--- src/rtl/imem_pkg.sv ---
// Shared definitions for the instruction-memory arbiter slice.
package imem_pkg;

  localparam int unsigned AW_DEFAULT         = 20;
  localparam int unsigned STARVE_MAX_DEFAULT = 4;

  // Which requester owns the read response arriving next cycle.
  typedef enum logic [1:0] {
    OWN_IDLE  = 2'd0,
    OWN_FETCH = 2'd1,
    OWN_LD_RD = 2'd2
  } owner_t;

  // Counter width able to hold 0..maxVal (at least one bit).
  function automatic int unsigned cntWidth(input int unsigned maxVal);
    return (maxVal < 1) ? 1 : $clog2(maxVal + 1);
  endfunction

endpackage

--- src/rtl/starve_counter.sv ---
// Saturating count of consecutive fetch grants while the loader is waiting.
module starve_counter
  import imem_pkg::*;
#(
  parameter int unsigned STARVE_MAX = STARVE_MAX_DEFAULT
) (
  input  logic clk,
  input  logic rst,
  input  logic ldReq,
  input  logic fetchGnt,
  input  logic ldGnt,
  output logic starved
);

  localparam int unsigned CW = cntWidth(STARVE_MAX);
  localparam logic [CW-1:0] LIMIT = CW'(STARVE_MAX);

  logic [CW-1:0] count;

  // Clear when the loader is served or stops asking; count fetch wins otherwise.
  always_ff @(posedge clk or negedge rst) begin
    if (!rst) begin
      count <= '0;
    end else if (!ldReq || ldGnt) begin
      count <= '0;
    end else if (fetchGnt && (count != LIMIT)) begin
      count <= count + CW'(1);
    end
  end

  // Count saturates at LIMIT, so equality is the starvation condition.
  assign starved = (count == LIMIT);

endmodule

--- src/rtl/imem_arbiter.sv ---
// Two-requester arbiter (fetch, loader) in front of a single-port IMEM
// with one-cycle read latency.
module imem_arbiter
  import imem_pkg::*;
#(
  parameter int unsigned STARVE_MAX = STARVE_MAX_DEFAULT,
  parameter int unsigned AW         = AW_DEFAULT
) (
  input  logic          clk,
  input  logic          rst,
  input  logic          fetch_req_i,
  input  logic [AW-1:0] fetch_addr_i,
  output logic          fetch_gnt_o,
  output logic          fetch_rvalid_o,
  output logic [AW-1:0] fetch_rdata_o,
  output logic          fetch_stall_o,
  input  logic          ld_req_i,
  input  logic          ld_we_i,
  input  logic [AW-1:0] ld_addr_i,
  input  logic [AW-1:0] ld_wdata_i,
  output logic          ld_gnt_o,
  output logic          ld_rvalid_o,
  output logic [AW-1:0] ld_rdata_o,
  output logic [AW-1:0] mem_addr_o,
  output logic          mem_we_o,
  output logic [AW-1:0] mem_wdata_o,
  input  logic [AW-1:0] mem_rdata_i
);

  logic   starved;
  logic   fetchGnt;
  logic   ldGnt;
  owner_t owner;

  starve_counter #(.STARVE_MAX(STARVE_MAX)) uStarve (
    .clk      (clk),
    .rst      (rst),
    .ldReq    (ld_req_i),
    .fetchGnt (fetchGnt),
    .ldGnt    (ldGnt),
    .starved  (starved)
  );

  // Fetch wins unless the waiting loader has hit its starvation limit; an
  // idle loader never blocks fetch, even at STARVE_MAX=0. Reset masks grants.
  always_comb begin
    fetchGnt = rst && fetch_req_i && (!ld_req_i || !starved);
    ldGnt    = rst && ld_req_i && !fetchGnt;
  end

  // Route the granted requester onto the memory port; idle drives zeros.
  always_comb begin
    mem_addr_o  = '0;
    mem_we_o    = 1'b0;
    mem_wdata_o = '0;
    if (fetchGnt) begin
      mem_addr_o = fetch_addr_i;
    end else if (ldGnt) begin
      mem_addr_o  = ld_addr_i;
      mem_we_o    = ld_we_i;
      mem_wdata_o = ld_wdata_i;
    end
  end

  assign fetch_gnt_o   = fetchGnt;
  assign ld_gnt_o      = ldGnt;
  assign fetch_stall_o = fetch_req_i & ~fetchGnt;

  // Owner tag for the response due next cycle; writes expect no response.
  always_ff @(posedge clk or negedge rst) begin
    if (!rst) begin
      owner <= OWN_IDLE;
    end else if (fetchGnt) begin
      owner <= OWN_FETCH;
    end else if (ldGnt && !ld_we_i) begin
      owner <= OWN_LD_RD;
    end else begin
      owner <= OWN_IDLE;
    end
  end

  // Steer read data to the tagged owner; the other side sees zero.
  always_comb begin
    fetch_rvalid_o = (owner == OWN_FETCH);
    ld_rvalid_o    = (owner == OWN_LD_RD);
    fetch_rdata_o  = fetch_rvalid_o ? mem_rdata_i : '0;
    ld_rdata_o     = ld_rvalid_o ? mem_rdata_i : '0;
  end

endmodule

--- config.mk ---
export PLATFORM = sky130hd
export DESIGN_NAME = imem_arbiter
export DESIGN_NICKNAME = d
export VERILOG_FILES = /design/src/rtl/imem_pkg.sv /design/src/rtl/starve_counter.sv /design/src/rtl/imem_arbiter.sv
export SDC_FILE = /design/constraint.sdc
export NUM_CORES = 1
export LEC_CHECK = 0
export BUFFER_PORTS_ARGS = -buffer_cell sky130_fd_sc_hd__buf_2
export CAP_MARGIN = 20
export CORE_MARGIN = 3
export CORE_UTILIZATION = 24
export CTS_BUF_LIST = sky130_fd_sc_hd__clkbuf_4 sky130_fd_sc_hd__clkbuf_8 sky130_fd_sc_hd__clkbuf_16
export CTS_CLUSTER_SIZE = 24
export DETAILED_ROUTE_END_ITERATION = 16
export GPL_ROUTABILITY_DRIVEN = 0
export PLACE_DENSITY_LB_ADDON = 0.3
export SYNTH_ARGS = -nofsm -noshare
export SYNTH_HDL_FRONTEND = slang
export SYNTH_SLANG_ARGS = --single-unit
--- constraint.sdc ---
create_clock -name clk -period 1.25 [get_ports clk]
set_input_delay 0 -clock clk [delete_from_list [all_inputs] [get_ports clk]]
set_output_delay 0 -clock clk [all_outputs]
set_load 0.02 [all_outputs]
# [After elaboration in Yosys (flattened, before gate mapping)]
# Cells that the tools add are included.
[op_classes] eq_ne=4 muxes=12 n_bitwise=2 reduce_logical=13 n_addsub=1
[ops] cell="$mux W20" count=6
[ops] cell="$logic_and A1 B1 Y1" count=6
[ops] cell="$mux W3" count=2
[ops] cell="$logic_not A1 Y1" count=4
[ops] cell="$mux W2" count=2
[ops] cell="$add A3 B1 Y3 const B" count=1
[ops] cell="$eq A3 B3 Y1 const B" count=1
[ops] cell="$ne A3 B3 Y1 const B" count=1
[ops] cell="$eq A2 B1 Y1 const B" count=1
[ops] cell="$eq A2 B2 Y1 const B" count=1
[ops] cell="$logic_or A1 B1 Y1" count=2
[ops] cell="$mux W1" count=2
[ops] cell="$reduce_bool A2 Y1" count=1
[ops] cell="$and A1 B1 Y1" count=1
[ops] cell="$not A1 Y1" count=1
[totals] inputBits=85 wordCells=34 output_inout_bits=86 reg_bits=5

# [Depth between registers and ports, before layout]
[logic_depth] word_depth=9 depth_mapped=6 ltp_nobuf=5

# [Hierarchy]
# Synthesis repeated with hierarchy kept, for this count alone.
[hier_totals] cells_unflattened=166 area_unflattened_um2=1103.6
[modules_own_cells] mod="imem_arbiter" cells_each=148 seq_area_each_um2=50.0 instances=1 area_per_inst_um2=900.9
[modules_own_cells] mod="starve_counter" cells_each=18 seq_area_each_um2=75.1 instances=1 area_per_inst_um2=202.7

# [Worst setup path after synthesis]
# OpenSTA, ideal clock, no wires.
[synth_path] path_kind="reg-to-output" from="reg uStarve.count[0]" to="out mem_wdata_o[10]" t_arrival_ps=1429 n_path_buf=1 slack_ps=-179 t_required_ps=1250 path_stages_with_launch=7 path_cell_list="dfrtp_1 -> inv_1 -> ha_1 -> nand2_2 -> a21oi_4 -> buf_6 -> and2_1"
[synth_between] elab_chain_cells=8
[synth_rtl] item="from (decl)" line_no="starve_counter.sv:18" text="logic [CW-1:0] count;"
[synth_rtl] item="from (signal assigned)" line_no="starve_counter.sv:27" text="count <= count + CW'(1);"
[synth_rtl] item="$eq A3 B3 Y1" line_no="starve_counter.sv:32" text="assign starved = (count == LIMIT);"
[synth_rtl] item="$logic_not A1 Y1" line_no="imem_arbiter.sv:47" text="fetchGnt = rst && fetch_req_i && (!ld_req_i || !starved);"
[synth_rtl] item="$logic_or A1 B1 Y1" line_no="imem_arbiter.sv:47"
[synth_rtl] item="$logic_and A1 B1 Y1" line_no="imem_arbiter.sv:47"
[synth_rtl] item="$logic_not A1 Y1" line_no="imem_arbiter.sv:48" text="ldGnt = rst && ld_req_i && !fetchGnt;"
[synth_rtl] item="$logic_and A1 B1 Y1" line_no="imem_arbiter.sv:48"
[synth_rtl] item="net ld_gnt_o" line_no="imem_arbiter.sv:21" text="output logic ld_gnt_o,"
[synth_rtl] item="$mux W20" line_no="imem_arbiter.sv:58" text="end else if (ldGnt) begin"
[synth_rtl] item="$mux W20" line_no="imem_arbiter.sv:56" text="if (fetchGnt) begin"
[synth_rtl] item="to (decl)" line_no="imem_arbiter.sv:26" text="output logic [AW-1:0] mem_wdata_o,"
# The timed path passes the listed nets, and every way through them passes these cells.

# [Worst setup path in the final report]
[layout_path] from="reg uStarve.count[0]" to="out mem_addr_o[8]"
[layout_between] elab_chain_cells=8
[layout_rtl] item="$eq A3 B3 Y1 (*)" line_no="starve_counter.sv:32"
[layout_rtl] item="$logic_not A1 Y1 (*)" line_no="imem_arbiter.sv:47"
[layout_rtl] item="$logic_or A1 B1 Y1 (*)" line_no="imem_arbiter.sv:47"
[layout_rtl] item="$logic_and A1 B1 Y1 (*)" line_no="imem_arbiter.sv:47"
[layout_rtl] item="$logic_not A1 Y1" line_no="imem_arbiter.sv:48"
[layout_rtl] item="$logic_and A1 B1 Y1" line_no="imem_arbiter.sv:48"
[layout_rtl] item="$mux W20" line_no="imem_arbiter.sv:58"
[layout_rtl] item="$mux W20 (*)" line_no="imem_arbiter.sv:56"
[layout_rtl] item="to (decl)" line_no="imem_arbiter.sv:24" text="output logic [AW-1:0] mem_addr_o,"
# Every way passes the cells marked *; elsewhere a longest branch is shown, timed or not.

==> results.md <==
- Run status: finished, violations left
- Failing checks: negative setup slack
- Via-to-Cell Ratio: 4.58
- DRC violations left: 0
- Commonest non-fill, non-tap cell in the layout: buf_2
- Least-Margin Pin Slew: 0.301 ns
- Initial antenna violation count: 0
- Worst VDD drop: 0.378 mV
- Clk pwr share: 0.251
- Area Overhead vs Synth: 182%
- Ant diodes: 0
- Non-Filler Instances: 353
- Final Max Tran Viols: 0
- Slowest cell delay on critical path: 0.35 ns
- Fmax: 627 MHz
- Initial Util: 0.255
- Clk root buf: clkbuf_8
- GR Overflow Total: 0
- Die X: 69.3 um
- Max Buffers Root-to-Sink: 2
- GRT Resource Usage Total: 0.171
- Num CTS Buffers: 3
- Min Tclk post-route: 1.60 ns
- CTS tree: yes
- Fill count: 258
- Setup TNS: -13.37 ns
- Post-Syn Nets: 207
- Final hold viol count: 0
- Startpoint Class: register
- NumNets Final: 393
- I/O pin cnt: 171
- Pre-CTS setup slack: -0.118 ns
- Critical path required time: 1.25 ns
- Leak: 1.51 nW
- Final setup vio count: 49
- Final period utilization: 1.28
- Switching pwr: 0.429 mW
- Max-slew headroom: 0.799
- Vias in the first global route: 1519
- CP endpoint kind: output port
- Crit path cell chain: inv_2 -> ha_4 -> a31oi_4 -> clkbuf_16 -> a22o_4 -> buf_6
- # port buffers: 170
- DP Wirelength: 3.49 mm
- Sequential share of power: 0.136
- Most frequent cells in the layout: buf_2, buf_6, and2_4, buf_4, and2_2
- Synth Area per Inst: 8.02 sq um
- Die height: 69.3 um
- Clock transition at path regs: 0.03 ns
- Library cells used by synthesis: 23
- Arr. time, crit path: 1.60 ns
- Worst skew pair latency: 0.22 ns
- Largest net degree at the start of global routing: 35
- Internal power: 0.832 mW
- Seq cells post-synth: 5
- Final ANT Viol Nets: 0
- Clock skew: 0.000892 ns
- Maxcap violations: 0
- HP Class: input pin to register
- Post-Syn Instances: 120
- Core Region: 0.00377 sq mm
- CP Max Fanout: 11
- Sw Share: 0.341
- Pwr dens: 464 mW/mm^2
- Post-route setup slack: -0.346 ns
- Initial DRC count: 39
- Avg WL per Cell: 15.8 um
- Critical-path top delay cell: dfrtp_1
- CTS H-Tree Depth: 1
- Global-route wire length before repair: 6.98 mm
- RSZ-0062 raised after global routing: yes
- FP Rows: 22
- Sequential fraction of the synthesis area: 0.130
- CTS sink cnt: 5
- DR pass1 iterations: 4
- Synth Cell Area: 962 sq um
- Power share of the combinational group: 0.613
- Crit Path Class: register to output port
- Die area: 0.00480 sq mm
- Post-route cell area: 0.00272 sq mm
- Placed cell count: 338
- Area after DPL: 0.00204 sq mm
- Fraction of layout cells with a size suffix above 1: 0.908
- Synth Warn #: 0
- WL final: 5.60 mm
- Vias: 1617
[repair_timing]
action,CTS,global route
endpoints found under the hold margin,5,0
gates resized for setup,52,129
cloned,0,8
buffers inserted,0,2
hold buffers,1,0
pin swaps,0,33
setup endpoints to repair,46,87
[routing by layer]
metal  part of all wire  track usage  wire (um)  vias up
met2               0.57        0.335       3190       95
met4              0.013       0.0456         74        0
met1               0.35        0.177       1940      738
li1                   -            -          -      778
met5                  0            0          0        -
met3              0.070       0.0435        392        6
[synthesized netlist by cell type (all sizes together)]
cell type / instances / area [sq um]
nand4b: 1 / 8.76
inv: 3 / 11.3
o21ai: 1 / 5.00
nor2: 1 / 3.75
a22o: 20 / 189
ha: 2 / 25.0
clkbuf: 4 / 15.0
a31oi: 1 / 21.3
o21a: 1 / 7.51
and2b: 2 / 16.3
buf: 6 / 67.6
a21boi: 2 / 15.0
nand2: 4 / 17.5
and2: 61 / 384
nor2b: 2 / 12.5
a21oi: 1 / 16.3
dfrtp: 5 / 125
nand4: 1 / 6.26
nor3b: 2 / 15.0
[worst max-delay path: cells and delay by family, from the launching register on]
family                     cells  cell delay, ns
buffers and inverters          3            0.42
AOI/OAI and AO/OA              2            0.43
DFF                            1            0.35
adders and majority gates      1            0.17
[through the flow]
| stage | hold slack, ns | utilization | total power [mW] |
|---|---|---|---|
| 2_1_floorplan | -0.296 | - | 0.495 |
| 3_3_place_gp | -0.0605 | 0.540 | 0.748 |
| 3_5_place_dp | -0.0602 | 0.540 | 0.754 |
| 4_1_cts | 0.0762 | 0.596 | 1.13 |
| 5_1_grt | 0.0927 | 0.721 | 1.32 |
| 6_report | 0.0801 | 0.721 | 1.26 |
[sequential cells by signal, summed over array words and instances (netlist names)]
signal	cells
uStarve.count	3
owner	2
[power by group through the flow]
stage	clock network (mW)	registers (mW)	logic, mW
finish	0.316	0.172	0.773
global route	0.331	0.172	0.817
CTS	0.324	0.170	0.640
detailed placement	0	0.172	0.582
global placement	0	0.172	0.576
floorplan	0	0.173	0.322
[final timing paths]
kind	depth (start not counted)	slack [ns]	startpoint	end
max in group asynchronous	3	0.87	rst	uStarve.count[1]
worst min-delay path	2	0.08	ld_req_i	uStarve.count[0]
min in group asynchronous	3	0.25	rst	owner[0]
worst min register to register	2	0.66	uStarve.count[2]	uStarve.count[2]
worst max register to register	7	-0.08	uStarve.count[0]	uStarve.count[0]
worst max-delay path	6	-0.35	uStarve.count[0]	mem_addr_o[8]
[kinds of logic after synthesis]
logic type,synth area share
fa+ha+maj,0.0260
simple gates,0.482
compound gates,0.264
flops,0.130
buf+inv,0.0975
[area by class of cell]
type | count | area (sq um) | area share
clock buffer | 4 | 48.8 | 0.0180
inverter | 3 | 11.3 | 0.00414
multi-input combinational | 102 | 987 | 0.363
sequential | 5 | 125 | 0.0460
tap | 48 | 60.1 | 0.0221
timing repair buffer | 191 | 1490 | 0.546
(Power assumes the default switching activity.)
